## config.mk

```make
export PLATFORM = sky130hd
export DESIGN_NAME = register_file_mp
export DESIGN_NICKNAME = d
export VERILOG_FILES = /design/src/rtl/regfile_pkg.sv /design/src/rtl/regfile_read_port.sv /design/src/rtl/register_file_mp.sv
export SDC_FILE = /design/constraint.sdc
export NUM_CORES = 2
export LEC_CHECK = 0
export ABC_AREA = 1
export BUFFER_PORTS_ARGS = -buffer_cell sky130_fd_sc_hd__buf_4
export CAP_MARGIN = 15
export CORE_MARGIN = 4
export CORE_UTILIZATION = 50
export CTS_CLUSTER_DIAMETER = 200
export DETAILED_ROUTE_END_ITERATION = 10
export PLACE_DENSITY = 0.66
export SYNTH_ARGS = -nofsm -noshare
export SYNTH_HDL_FRONTEND = slang
export SYNTH_HIERARCHICAL = 1
export SYNTH_SLANG_ARGS = --single-unit
export TNS_END_PERCENT = 30
```

## constraint.sdc

```tcl
create_clock -name clk -period 2.9 [get_ports clk]
set_input_delay 0.29 -clock clk [delete_from_list [all_inputs] [get_ports clk]]
set_output_delay 0.29 -clock clk [all_outputs]
set_load 0.01 [all_outputs]
```

## src/rtl/regfile_pkg.sv

```systemverilog
// Shared constants, defaults and index helpers for the multi-port register file.
package regfile_pkg;

    // Architectural register indices with a fixed role
    localparam int unsigned REG_ZERO = 0;
    localparam int unsigned REG_RA   = 1;
    localparam int unsigned REG_SP   = 2;

    localparam int unsigned DEF_DATA_W   = 32;
    localparam int unsigned DEF_NUM_REGS = 32;

    // Index width for a register count; never narrower than one bit
    function automatic int unsigned addr_width(input int unsigned num_regs);
        return (num_regs > 2) ? $clog2(num_regs) : 1;
    endfunction

    typedef logic [addr_width(DEF_NUM_REGS)-1:0] reg_idx_t;

endpackage

```

## src/rtl/regfile_read_port.sv

```systemverilog
// One combinational read port: index mux, x0 forcing, busy lookup.
// Optional write-to-read bypass is enabled by defining REGFILE_BYPASS_EN.
module regfile_read_port
    import regfile_pkg::*;
#(
    parameter int unsigned DATA_W   = DEF_DATA_W,
    parameter int unsigned NUM_REGS = DEF_NUM_REGS,
    parameter int unsigned ADDR_W   = addr_width(NUM_REGS)
) (
    input  logic [ADDR_W-1:0] rd_addr_i,
    input  logic [DATA_W-1:0] regs_i [NUM_REGS],
    input  logic [NUM_REGS-1:0] busy_i,
    input  logic              we_i,
    input  logic [ADDR_W-1:0] waddr_i,
    input  logic [DATA_W-1:0] wdata_i,
    input  logic              issue_i,
    input  logic [ADDR_W-1:0] issue_rd_i,
    output logic [DATA_W-1:0] rd_data_o,
    output logic              rd_busy_o
);

`ifndef REGFILE_BYPASS_EN
    // Write/issue inputs only matter when the bypass path exists
    logic unused_bypass;
    assign unused_bypass = ^{we_i, waddr_i, wdata_i, issue_i, issue_rd_i};
`endif

    // Select stored value and busy bit; bypass overrides, x0 overrides everything
    always_comb begin
        rd_data_o = regs_i[rd_addr_i];
        rd_busy_o = busy_i[rd_addr_i];
`ifdef REGFILE_BYPASS_EN
        if (we_i && (waddr_i != '0) && (rd_addr_i == waddr_i)) begin
            rd_data_o = wdata_i;
            // A new producer issued this cycle keeps the register busy
            rd_busy_o = issue_i && (issue_rd_i == waddr_i);
        end
`endif
        if (rd_addr_i == '0) begin
            rd_data_o = '0;
            rd_busy_o = 1'b0;
        end
    end

endmodule

```

## src/rtl/register_file_mp.sv

```systemverilog
// Parametrised multi-read-port integer register file with busy scoreboard.
// Define REGFILE_BYPASS_EN to forward same-cycle writeback data to the read ports.
module register_file_mp
    import regfile_pkg::*;
#(
    parameter int unsigned DATA_W   = DEF_DATA_W,
    parameter int unsigned NUM_REGS = DEF_NUM_REGS,
    parameter int unsigned NUM_RD   = 2,
    parameter int unsigned SP_IDX   = REG_SP,
    parameter logic [31:0] SP_INIT  = 32'h400,
    localparam int unsigned ADDR_W  = addr_width(NUM_REGS)
) (
    input  logic                     clk,
    input  logic                     reset,
    input  logic                     we_i,
    input  logic [ADDR_W-1:0]        waddr_i,
    input  logic [DATA_W-1:0]        wdata_i,
    input  logic                     issue_i,
    input  logic [ADDR_W-1:0]        issue_rd_i,
    input  logic [NUM_RD*ADDR_W-1:0] rd_addr_i,
    output logic [NUM_RD*DATA_W-1:0] rd_data_o,
    output logic [NUM_RD-1:0]        rd_busy_o
);

    localparam logic [DATA_W-1:0] SP_RST = DATA_W'(SP_INIT);

    logic [DATA_W-1:0]   regs_q [NUM_REGS];
    logic [DATA_W-1:0]   regs_d [NUM_REGS];
    logic [NUM_REGS-1:0] busy_q;
    logic [NUM_REGS-1:0] busy_d;

    // Writeback into storage; x0 writes are dropped
    always_comb begin
        regs_d = regs_q;
        if (we_i && (waddr_i != '0)) begin
            regs_d[waddr_i] = wdata_i;
        end
    end

    // Scoreboard: retire first, then issue so a new producer wins on the same index
    always_comb begin
        busy_d = busy_q;
        if (we_i && (waddr_i != '0)) begin
            busy_d[waddr_i] = 1'b0;
        end
        if (issue_i && (issue_rd_i != '0)) begin
            busy_d[issue_rd_i] = 1'b1;
        end
        busy_d[0] = 1'b0;
    end

    // State registers with synchronous active-low reset taking priority
    always_ff @(posedge clk) begin
        if (!reset) begin
            for (int i = 0; i < int'(NUM_REGS); i++) begin
                regs_q[i] <= (i == int'(SP_IDX)) ? SP_RST : '0;
            end
            busy_q <= '0;
        end else begin
            regs_q <= regs_d;
            busy_q <= busy_d;
        end
    end

    for (genvar k = 0; k < int'(NUM_RD); k++) begin : g_rd
        regfile_read_port #(
            .DATA_W   (DATA_W),
            .NUM_REGS (NUM_REGS),
            .ADDR_W   (ADDR_W)
        ) u_rd_port (
            .rd_addr_i  (rd_addr_i[k*ADDR_W +: ADDR_W]),
            .regs_i     (regs_q),
            .busy_i     (busy_q),
            .we_i       (we_i),
            .waddr_i    (waddr_i),
            .wdata_i    (wdata_i),
            .issue_i    (issue_i),
            .issue_rd_i (issue_rd_i),
            .rd_data_o  (rd_data_o[k*DATA_W +: DATA_W]),
            .rd_busy_o  (rd_busy_o[k])
        );
    end

endmodule
```

==> summary.txt <==
GRT
  – Initial antenna violation count: 7
  – Grt ovf: 0
  – Tot GR Track Use: 0.3855
  – Largest net degree at the start of global routing: 161
  – Vias in the first global route: around 60000
  – First-pass GRT wire length: 367300 µm

Clock network
  – Clock root cell: clkbuf_16
  – Setup Buffers After CTS: 0
  – H-tree depth: 3
  – CTS clk-pin slew, worst paths: 0.06 ns
  – Clock sink count: between 1000 and 1500
  – CTS tree: yes
  – Max clock buf depth: 3
  – CTS buffer count: ~120
  – Worst-skew pair later-pin latency: roughly 0.75 ns

Setup path
  – Setup Crit Path Kind: register to output port
  – Slowest stage delay, CP: roughly 0.37 ns
  – CP max stage cell: dfxtp_1
  – CP arrival: around 2.5 ns
  – Crit Path Max Fanout: 3
  – Worst reg2reg path depth: 4
  – Most used cell, CP: nand2_1
  – Crit path launch type: register
  – Req. time, crit path: between 2 and 3 ns
  – Critical Path Sink Type: output port
  – Crit path cell chain: nand2_1, nand3_1, nand2_1, nand2_1, nand2_1, nor2_1, nor2_1, nor2_1, buf_4, buf_4

Layout
  – Filler cells: between 10000 and 15000
  – FF/Latch Area: ~21000 µm²
  – Most common cell after layout, fill and taps aside: nand2_1
  – Share of cells above drive strength 1: 0.07126
  – Layout area overhead: 11.30%
  – Area of the multi-input gates: approximately 32000 µm²
  – Commonest non-fill, non-tap cells in the layout: nand2_1 (3004), nand3_1 (1416), dfxtp_1 (1055)
  – Final Net Count: between 9000 and 10000

Logic synthesis
  – Post-synth EDFFs: 0
  – Seq/Total Area, Yosys: 0.3627
  – Simple-Gate Fraction of Synth Area: 0.3974
  – Post-Syn Instances: between 9000 and 10000
  – Main flop type after synthesis: dfxtp_1
  – Mux cell area share after synthesis: 0
  – Synth Area in Adders: 0
  – Synthesized area: approximately 58000 µm²
  – XOR/XNOR Fraction of Synth Area: 0
  – YS warnings: 6
  – Syn avg cell area: approximately 6.2 µm²
  – Largest family of logic cells by synthesized area: simple AND/OR/NAND/NOR gates
  – Synth cell types: 27
  – Compound-Gate Fraction of Synth Area: 0.1497
  – Synthesis-stage register bit count: 1055
  – Async SR Flop Fraction: 0

Routing
  – Pre-antenna DRT Iters: 10
  – Via density: between 6 and 7
  – Wire per inst: approximately 23 µm
  – Via count: around 66000
  – Post-route DRC: 0
  – Initial DRC count: about 9800
  – Routed WL: 246000 µm
  – Routed Antenna Nets: 0

Timing
  – Relative slew slack: 0.2252
  – Final worst slack: around 0.16 ns
  – Max Clk Rate: ~0.37 GHz
  – Final setup skew: 0 ns
  – TNS Setup: 0 ns
  – Setup violators final: 0
  – RSZ-0062 raised after global routing: no
  – Tmin final: 2.740 ns
  – Final hold vios: 0
  – Worst hold margin: ~0.15 ns
  – Crit share post-route: 0.9447
  – Slew @ Worst Pin: roughly 1.2 ns
  – Final count of pins violating max slew: 0

Pwr
  – Max rail drop VDD: between 0.5 and 0.6 mV
  – Pwr Density: between 500 and 600 nW/µm²
  – Leak pwr: 26.51 nW

Floorplanning
  – Top Ports: ~120
  – Initial Util: 0.5066
  – Core Area: around 110000 µm²
  – Die area: between 100000 and 150000 µm²
  – Chip height: around 350 µm
  – Die width: approximately 350 µm
  – Row count: 124

Placed design
  – Buffers on Ports: around 120
  – Place WS: approximately 0.35 ns
  – Final RePlAce weighted congestion: between 0.9 and 1
  – Post-DP HPWL: 139900 µm

Worst hold path
  – Hold path depth: 5
  – Hold Crit Class: input port to register

Flow run
  – Number of max-cap violations: 0

Status
  – Status: finished, final reports clean
==> sequential cells by signal, indices dropped and copies added, names as in the netlist <==
register and count:
busy_q 31, regs_q 1024
==> timing repair <==
| item | 4_1_cts | 5_1_grt |
|---|---|---|
| endpoints found under the setup margin | 0 | 1 |
| resized for setup | 0 | 1 |
| hold endpoints to repair | 221 | 0 |
| hold buffers | 45 | 0 |
==> area by class of cell <==
class,count,area share
Tap cell,1512,0.02919
Clock inverter,37,0.008513
Multi-Input combinational cell,7276,0.4941
Antenna cell,4,0.0001544
Clock buffer,172,0.05382
Inverter,188,0.01212
Timing Repair Buffer,450,0.07623
Sequential cell,1055,0.3258
==> cell usage after synthesis (6+ instances only) <==
library cell / count / area (µm²)
nand2_1: 3004 / 11280
nand3_1: 1421 / 7112
dfxtp_1: 1055 / 21120
nor2_1: 895 / 3359
o21ai_0: 831 / 4159
a21oi_1: 804 / 4024
clkbuf_1: 400 / 1501
buf_2: 271 / 1356
nand4_1: 166 / 1039
inv_1: 139 / 521.8
o21ai_1: 106 / 530.5
buf_6: 86 / 968.4
buf_4: 51 / 382.9
buf_1: 48 / 180.2
clkinv_1: 36 / 135.1
nor2_2: 18 / 112.6
inv_2: 11 / 41.29
nand3_2: 10 / 100.1
nor2_4: 8 / 90.09
nor3_1: 7 / 35.03
clkbuf_2: 6 / 30.03
==> final timing paths <==
path,startpoint,endpoint,slack [ns]
setup / recovery,regs_q[962],rd_data_o[2],0.16
hold / removal,waddr_i[0],busy_q[24],0.15
setup reg to reg,regs_q[604],regs_q[604],1.99
hold reg to reg,regs_q[993],regs_q[993],0.44
==> critical path: cells and delay by family, from the launching register on <==
| kind | cells | cell delay [ns] |
|---|---|---|
| DFF | 1 | 0.37 |
| and+or+nand+nor | 8 | 1.02 |
| buffers and inverters | 2 | 0.32 |
==> per-stage QoR <==
stage | power (mW) | utilization | instances | cell area, µm²
5_1_grt | 36.43 | 0.5638 | 10690 | 64810
6_report | 35.52 | 0.5638 | 10690 | 64820
3_5_place_dp | 19.69 | 0.5246 | 10440 | 60310
4_1_cts | 35.45 | 0.5637 | 10690 | 64800
2_1_floorplan | 17.86 | - | 9387 | 58240
3_3_place_gp | 19.67 | 0.5246 | 10440 | 60310
==> power breakdown <==
part | switching (mW) | internal (mW)
logic | 3.42 | 1.40
clock network | 6.48 | 9.42
registers | 0.139 | 14.7
total | 10.0 | 25.5
==> layer usage <==
layer / track usage / routed length (µm)
met5: 0 / 17
met4: 0.2383 / 17240
met3: 0.09144 / 31600
met2: 0.5884 / 104100
met1: 0.4926 / 93000
==> cells by family after synthesis <==
group,count (synthesis)
AOI/OAI and AO/OA,1742
buffers and inverters,1056
DFF,1055
other,1
and+or+nand+nor,5532
Power figures use the tool's default switching activity.
